==> src/rtl/muldiv_sequencer_if.sv <==
// Handshake and data bundle between the calculator control unit and the
// iterative multiply/divide engine.
//   start  : request, only sampled while the engine is idle
//   op     : 2'b01 multiply, 2'b10 divide, others illegal
//   a, b   : operands, latched by the engine on accept
//   busy   : engine is not idle
//   done   : one-cycle completion pulse
//   err    : divide-by-zero flag, held alongside result
//   result : mult product, or {remainder, quotient} for divide
interface muldiv_sequencer_if #(
  parameter int unsigned WIDTH = 8
);
  logic                 start;
  logic [1:0]           op;
  logic [WIDTH-1:0]     a;
  logic [WIDTH-1:0]     b;
  logic                 busy;
  logic                 done;
  logic                 err;
  logic [2*WIDTH-1:0]   result;

  // Control unit side.
  modport master (
    output start, op, a, b,
    input  busy, done, err, result
  );

  // Engine side.
  modport slave (
    input  start, op, a, b,
    output busy, done, err, result
  );
endinterface

==> src/rtl/muldiv_sequencer.sv <==
// Iterative unsigned multiply/divide engine with its own sequencing FSM.
// One shift-add (multiply) or restoring-subtract (divide) step per clock;
// WIDTH steps per operation. Divide by zero completes immediately with err.
// Ports:
//   clock : system clock, all state updates on posedge
//   clear : asynchronous active-low reset
//   bus   : slave side of muldiv_sequencer_if (start/op/a/b in,
//           busy/done/err/result out)
module muldiv_sequencer #(
  parameter int unsigned WIDTH = 8
) (
  input  logic                clock,
  input  logic                clear,
  muldiv_sequencer_if.slave   bus
);

  localparam int unsigned CntW = (WIDTH > 1) ? $clog2(WIDTH) : 1;

  typedef enum logic [1:0] {
    StIdle = 2'b00,
    StIter = 2'b01,
    StDone = 2'b10
  } state_e;

  state_e               state_q, state_d;
  logic [CntW-1:0]      count_q, count_d;
  logic                 is_div_q, is_div_d;
  logic [WIDTH-1:0]     opa_q, opa_d;
  logic [WIDTH-1:0]     opb_q, opb_d;
  logic [2*WIDTH-1:0]   acc_q, acc_d;
  logic [2*WIDTH-1:0]   result_q, result_d;
  logic                 err_q, err_d;

  logic                 legal_op;
  logic                 accept;
  logic                 div_zero;
  logic                 last_step;
  logic                 busy;
  logic                 done;

  logic [WIDTH:0]       mul_sum;
  logic [WIDTH:0]       div_shrem;
  logic [WIDTH+1:0]     div_trial;
  logic [2*WIDTH-1:0]   step_val;

  assign legal_op  = (bus.op == 2'b01) || (bus.op == 2'b10);
  assign accept    = (state_q == StIdle) && bus.start && legal_op;
  assign div_zero  = (bus.op == 2'b10) && (bus.b == '0);
  assign last_step = (count_q == CntW'(WIDTH - 1));

  // One iteration of the active algorithm on the accumulator.
  // Multiply: acc = {upper, multiplier}; add multiplicand into upper when the
  // multiplier LSB is set, then shift {carry, acc} right.
  // Divide: acc = {rem, quo}; shift left, trial-subtract divisor from rem.
  // The extra sign bit on div_trial keeps the shifted remainder's MSB intact.
  always_comb begin
    mul_sum   = {1'b0, acc_q[2*WIDTH-1:WIDTH]} + (acc_q[0] ? {1'b0, opa_q} : '0);
    div_shrem = {acc_q[2*WIDTH-1:WIDTH], acc_q[WIDTH-1]};
    div_trial = {1'b0, div_shrem} - {2'b00, opb_q};
    if (is_div_q) begin
      if (!div_trial[WIDTH+1]) begin
        step_val = {div_trial[WIDTH-1:0], acc_q[WIDTH-2:0], 1'b1};
      end else begin
        step_val = {div_shrem[WIDTH-1:0], acc_q[WIDTH-2:0], 1'b0};
      end
    end else begin
      step_val = {mul_sum, acc_q[WIDTH-1:1]};
    end
  end

  // Datapath next-state.
  always_comb begin
    count_d  = count_q;
    is_div_d = is_div_q;
    opa_d    = opa_q;
    opb_d    = opb_q;
    acc_d    = acc_q;
    result_d = result_q;
    err_d    = err_q;
    if (accept) begin
      is_div_d = (bus.op == 2'b10);
      opa_d    = bus.a;
      opb_d    = bus.b;
      count_d  = '0;
      acc_d    = (bus.op == 2'b10) ? {{WIDTH{1'b0}}, bus.a} : {{WIDTH{1'b0}}, bus.b};
      if (div_zero) begin
        result_d = {bus.a, {WIDTH{1'b1}}};
        err_d    = 1'b1;
      end
    end else if (state_q == StIter) begin
      acc_d   = step_val;
      count_d = count_q + CntW'(1);
      if (last_step) begin
        count_d  = '0;
        result_d = step_val;
        err_d    = 1'b0;
      end
    end
  end

  always_ff @(posedge clock or negedge clear) begin
    if (!clear) begin
      count_q  <= '0;
      is_div_q <= 1'b0;
      opa_q    <= '0;
      opb_q    <= '0;
      acc_q    <= '0;
      result_q <= '0;
      err_q    <= 1'b0;
    end else begin
      count_q  <= count_d;
      is_div_q <= is_div_d;
      opa_q    <= opa_d;
      opb_q    <= opb_d;
      acc_q    <= acc_d;
      result_q <= result_d;
      err_q    <= err_d;
    end
  end

  // FSM state register.
  always_ff @(posedge clock or negedge clear) begin
    if (!clear) begin
      state_q <= StIdle;
    end else begin
      state_q <= state_d;
    end
  end

  // FSM next-state.
  always_comb begin
    state_d = state_q;
    unique case (state_q)
      StIdle: begin
        if (accept) begin
          state_d = div_zero ? StDone : StIter;
        end
      end
      StIter: begin
        if (last_step) begin
          state_d = StDone;
        end
      end
      StDone:  state_d = StIdle;
      default: state_d = StIdle;
    endcase
  end

  // FSM outputs, decoded from state only.
  always_comb begin
    busy = (state_q != StIdle);
    done = (state_q == StDone);
  end

  assign bus.busy   = busy;
  assign bus.done   = done;
  assign bus.err    = err_q;
  assign bus.result = result_q;

endmodule
==> src/flat_wrapper.sv <==
// flat-port wrapper written by rule: the top's interface ports become plain ports
module muldiv_sequencer_flat 
#(
  parameter int unsigned WIDTH = 8
)
  (clock, clear, bus_start, bus_op, bus_a, bus_b, bus_busy, bus_done, bus_err, bus_result);
  muldiv_sequencer_if #(.WIDTH(WIDTH)) bus_i ();
  input  logic clock;
  input  logic clear;
  input wire logic [$bits(bus_i.start)-1:0] bus_start;
  input wire logic [$bits(bus_i.op)-1:0] bus_op;
  input wire logic [$bits(bus_i.a)-1:0] bus_a;
  input wire logic [$bits(bus_i.b)-1:0] bus_b;
  output wire logic [$bits(bus_i.busy)-1:0] bus_busy;
  output wire logic [$bits(bus_i.done)-1:0] bus_done;
  output wire logic [$bits(bus_i.err)-1:0] bus_err;
  output wire logic [$bits(bus_i.result)-1:0] bus_result;
  assign bus_i.start = bus_start;
  assign bus_i.op = bus_op;
  assign bus_i.a = bus_a;
  assign bus_i.b = bus_b;
  assign bus_busy = bus_i.busy;
  assign bus_done = bus_i.done;
  assign bus_err = bus_i.err;
  assign bus_result = bus_i.result;
  muldiv_sequencer #(.WIDTH(WIDTH)) u_core (.clock(clock), .clear(clear), .bus(bus_i));
endmodule
==> config.mk <==
export PLATFORM = sky130hd
export DESIGN_NAME = muldiv_sequencer_flat
export DESIGN_NICKNAME = d
export VERILOG_FILES = /design/src/rtl/muldiv_sequencer_if.sv /design/src/rtl/muldiv_sequencer.sv /design/src/flat_wrapper.sv
export SDC_FILE = /design/constraint.sdc
export NUM_CORES = 1
export LEC_CHECK = 0
export ABC_AREA = 1
export BUFFER_PORTS_ARGS = -buffer_cell sky130_fd_sc_hd__buf_2
export CAP_MARGIN = 25
export CORE_MARGIN = 3
export CORE_UTILIZATION = 63
export CTS_CLUSTER_DIAMETER = 40
export CTS_CLUSTER_SIZE = 30
export DETAILED_ROUTE_END_ITERATION = 8
export PLACE_DENSITY = 0.85
export SLEW_MARGIN = 25
export SYNTH_ARGS = -nofsm -noshare
export SYNTH_HDL_FRONTEND = slang
export SYNTH_SLANG_ARGS = --single-unit
==> constraint.sdc <==
create_clock -name clock -period 3.4 [get_ports clock]
set_input_delay 0.68 -clock clock [delete_from_list [all_inputs] [get_ports clock]]
set_output_delay 0.68 -clock clock [all_outputs]
set_load 0.01 [all_outputs]
# == Yosys cells after proc, flatten, opt, wreduce, memory -nomap -nowiden ==
# Index checks and enable logic that the tools add are counted.
# totals
elab_cells,51
ram_bits,0
memories,0
regBits,55
romBits,0
input_bits,21
latchBits,0
# op_classes
n_lt_le_gt_ge,0
n_div,0
n_bitwise,0
mux,21
add_sub_neg,3
shift,0
n_eq_ne,8
n_reduce_logical,11
n_mul,0
# ops
cell,count
16-bit two-way mux,8
8-bit two-way mux,2
9-bit by 8-bit subtractor with 10-bit output,1
8-bit by 9-bit adder with 9-bit output,1
3-bit two-way mux,3
8-bit logical NOT,1
2-bit two-way mux,3
2-bit nonzero test,3
"2-bit by 1-bit == test with 1-bit output, second input constant",2
"2-bit == test, second input constant",2
1-bit two-way mux,4
"2-bit by 1-bit != test with 1-bit output, second input constant",2
2-bit case mux with 2 select lines,1
"3-bit by 1-bit adder with 3-bit output, second input constant",1
"3-bit == test, second input constant",1
1-bit logical AND,3
3-bit AND reduction,1
2-bit logical NOT,1
"2-bit != test, second input constant",1
2-bit AND reduction,1
1-bit logical OR,1

# == Depth between registers and ports, before layout ==
# depth
depth_word,6
ltp_mapped,16

# == Least setup slack after synthesis ==
# Ideal clock, no wire load.
# synth_path
path_kind,flip-flop to flip-flop
start,register u_core.acc_q[0]
end,"register u_core.result_q[11], in the netlist u_core.bus.result[11]"
t_arrival_ns,1.964
setup_slack_ns,1.313
period_less_slack_ns,2.087
t_required_ns,3.278
stages_incl_launch_ff,13
setup_ns,0.122
cell_sequence,dfrtp_1 -> clkbuf_1 -> nand2_1 -> inv_1 -> ha_1 -> inv_1 -> fa_1 -> nand3b_1 -> nand2_1 -> xor2_1 -> or2_2 -> nand3_1 -> a21oi_1
# synth_between
elab_chain_len,6
# synth_lines
item,line_no,rtl
"start, declared",muldiv_sequencer.sv:30,"logic [2*WIDTH-1:0] acc_q, acc_d;"
"start signal, assigned",muldiv_sequencer.sv:107,acc_q <= '0;
"start signal, assigned",muldiv_sequencer.sv:115,acc_q <= acc_d;
8-bit two-way mux,muldiv_sequencer.sv:57,"mul_sum = {1'b0, acc_q[2*WIDTH-1:WIDTH]} + (acc_q[0] ? {1'b0, opa_q} : '0);"
8-bit by 9-bit adder with 9-bit output,muldiv_sequencer.sv:57,
16-bit two-way mux,muldiv_sequencer.sv:60,if (is_div_q) begin
16-bit two-way mux,muldiv_sequencer.sv:93,if (last_step) begin
16-bit two-way mux,muldiv_sequencer.sv:90,end else if (state_q == StIter) begin
16-bit two-way mux,muldiv_sequencer.sv:80,if (accept) begin
"end signal, assigned",muldiv_sequencer.sv:116,result_q <= result_d;
"end, declared",muldiv_sequencer.sv:31,"logic [2*WIDTH-1:0] result_q, result_d;"
# Every way passes these cells. The select of a mux whose other input is x is not followed.
# A chain may end at the register's enable or synchronous reset.

# == Worst setup path in the final report ==
# layout_path
start,register u_core.acc_q[0]
end,"register u_core.result_q[15], in the netlist u_core.bus.result[15]"
# The elaborated chain is that of the path after synthesis.

==> metrics.txt <==
Setup crit end kind=register; H-tree depth=2; RePlAce Congestion=0.9975; post-CTS sizing=0; initial drt markers=roughly 270; Clk Latency, worst-skew pair=0.33 ns; status=finished, final reports clean; Synth Warn #=0; Yosys top cell by area=dfrtp_1; DR DRC count=0; RSZ-0062 raised after global routing=no; nets=528; CTS root buffer=clkbuf_8; die area=6361 um^2; CTS tree=built; EDFF count, synth=0; sum of negative setup slack=0 ns; CTS Sinks=55; top_reg_cell synth=dfrtp_1; grt ovf=0; slew at the pin with the worst max-slew slack=between 0.7 and 0.8 ns; initial antenna violation count=0; Final Skew=0.01993 ns; HPWL after detailed placement=around 6700 um; Syn Area/Cell=7.549 um^2; worst setup path class=register to register; async set or reset register ratio after synthesis=100.0%; Startpoint Class=register; Commonest cells post-synth=nand2_1, dfrtp_1, inv_1; CTS Buf Count=5; postcts setup bufs=0; max-cap violations=0; Fill cells=between 400 and 500; hold bufs inserted after CTS=0; vias in the first global route=2868; global-route wire length before repair=between 10000 and 15000 um; Synth Cell Area=3427 um^2; Gate Count Post-Synth=approximately 450; fin crit period=2.440 ns; area grow syn2layout=8.434%; Data arrival, critical path=between 2 and 3 ns; Required @ worst endpoint=3.66 ns; R2R setup slack=0.96 ns; # diodes=0; final hold vios=0; reg2reg end=u_core.bus.result[15]; Synthesized Nets=496; dominant cell by count in the synthesized netlist=nand2_1; layout cell share with drive strength beyond 1=14.78%; overall routing resource usage=28.93%; Slew headroom=51.85%; Die Span Y=79.76 um; DRT antenna net count=0; Pre-antenna DRT Iters=5; Leakage=0.002021 uW; reg-to-reg startpoint=u_core.acc_q[0]; Power Dens Cells=1048 nW/um^2; Clock Tree Buf Depth=2; Final Power=3894 uW; final wirelength=8516 um; Max Clk Rate=409.9 MHz; Avg Vias per Cell=5.562; sequential area share after synthesis=40.16%; initial core utilization=66.26%; Synth top area share=between 40 and 50%; Final Slew Violations=0; wire per inst=15.29 um; Synth area leaders=dfrtp_1, nand2_1, ha_1; VDD IR max=612.9 uV; synth unique cells=37; largest net degree at the start of global routing=42; core area=5172 um^2; Worst R2R Path Depth=15; Hold WC Path Type=input pin to asynchronous set/reset pin; Final Setup Violations=0; clock slew at reported path FFs=0.12 ns; Final period util=71.76%; number of synthesized register bits=55; critical path fanouts, max=10; via count=3098; Chip Width=between 70 and 80 um; I/O Buffers=39; Ports=40; row count=26
==> cell usage in the layout (no fill, tap or decap), types with 2 or more instances in the layout <==
master,n
nand2_1,148
dfrtp_1,55
inv_1,49
buf_2,39
a21oi_1,34
o21ai_0,32
nand3_1,24
nor2_1,21
ha_1,19
o21ai_1,6
or2_2,5
clkbuf_8,5
o22ai_1,4
inv_2,3
nand3_2,3
nand4_1,3
xor2_1,3
a22o_1,3
buf_4,3
nand2_2,2
nor2_2,2
nand3b_1,2
nor3_1,2
clkinv_4,2
xnor2_1,2
o211ai_1,2
and3_1,2
fa_1,2
==> sequential cells by signal, summed over array words and instances (netlist names) <==
register           count
u_core.acc_q          16
u_core.bus.err         1
u_core.bus.result     16
u_core.count_q         3
u_core.is_div_q        1
u_core.opa_q           8
u_core.opb_q           8
u_core.state_q         2
==> cell families after synthesis <==
group                    Yosys count  synth area share (%)
adder cells (fa/ha/maj)           21                 8.105
AND/OR/NAND/NOR                  218                 27.78
flip-flops                        55                 40.16
buffers and inverters             71                 9.493
AO/OA/AOI/OAI                     84                 13.18
XOR/XNOR                           5                 1.278
==> report_power, final <==
part | switching, uW | total, uW | internal, uW
logic | 1440 | 2290 | 850
clock network | 235 | 386 | 152
registers | 251 | 1220 | 968
==> critical path, stage by stage (launching register included) <==
cell and delay, ns:
dfrtp_1 0.58, nand2_1 0.09, inv_1 0.07, ha_1 0.16, inv_1 0.06, fa_1 0.41, nand3b_1 0.18, nand2_1 0.12
nand3_1 0.10, nand2_1 0.09, nand2_1 0.06, nand2_1 0.06, nand2_1 0.05, nand2_1 0.12, nand2_1 0.08, a21oi_1 0.15
==> layer usage <==
| layer | part of all wire [%] | global-route usage, % | up-vias |
|---|---|---|---|
| met3 | 5.9 | 4.628 | 16 |
| met2 | 50 | 48.66 | 110 |
| met4 | 1.7 | 8.277 | 0 |
| met1 | 43 | 38.81 | 1439 |
| met5 | 0 | 0 | - |
| li1 | - | - | 1533 |
==> through the flow <==
| step | setup slack (ns) | util (%) | std cells | area [um^2] | hold WS, ns |
|---|---|---|---|---|---|
| after global placement | 0.9076 | 69.98 | 549 | 3620 | 0.4559 |
| after detailed placement | 0.8586 | 69.98 | 549 | 3620 | 0.4654 |
| after global routing | 0.7329 | 71.84 | 557 | 3716 | 0.4519 |
| final | 0.9601 | 71.84 | 557 | 3716 | 0.3888 |
| after CTS | 0.9778 | 71.84 | 557 | 3716 | 0.4271 |
| after floorplan | 1.313 | - | 454 | 3427 | 0.3844 |
==> cell type report <==
class | instances | area [um^2] | area share [%]
repair buffers | 42 | 217.7 | 5.859
flip-flops and latches | 55 | 1376 | 37.04
inverters | 54 | 212.7 | 5.724
clock inverters | 3 | 27.53 | 0.7407
clock buffers | 5 | 68.82 | 1.852
well taps | 70 | 87.58 | 2.357
multi-input cells | 328 | 1725 | 46.43
==> worst max path at each step <==
| stage | startpoint | endpoint |
|---|---|---|
| 2_1_floorplan | u_core.acc_q[0] | u_core.bus.result[11] |
| 3_3_place_gp | bus_op[0] | u_core.bus.result[8] |
| 3_5_place_dp | bus_op[0] | u_core.bus.result[8] |
| 4_1_cts | u_core.acc_q[0] | u_core.bus.result[15] |
| 5_1_grt | u_core.acc_q[0] | u_core.bus.result[15] |
| 6_report | u_core.acc_q[0] | u_core.bus.result[15] |
No activity file was read; power rests on OpenSTA's default activity.
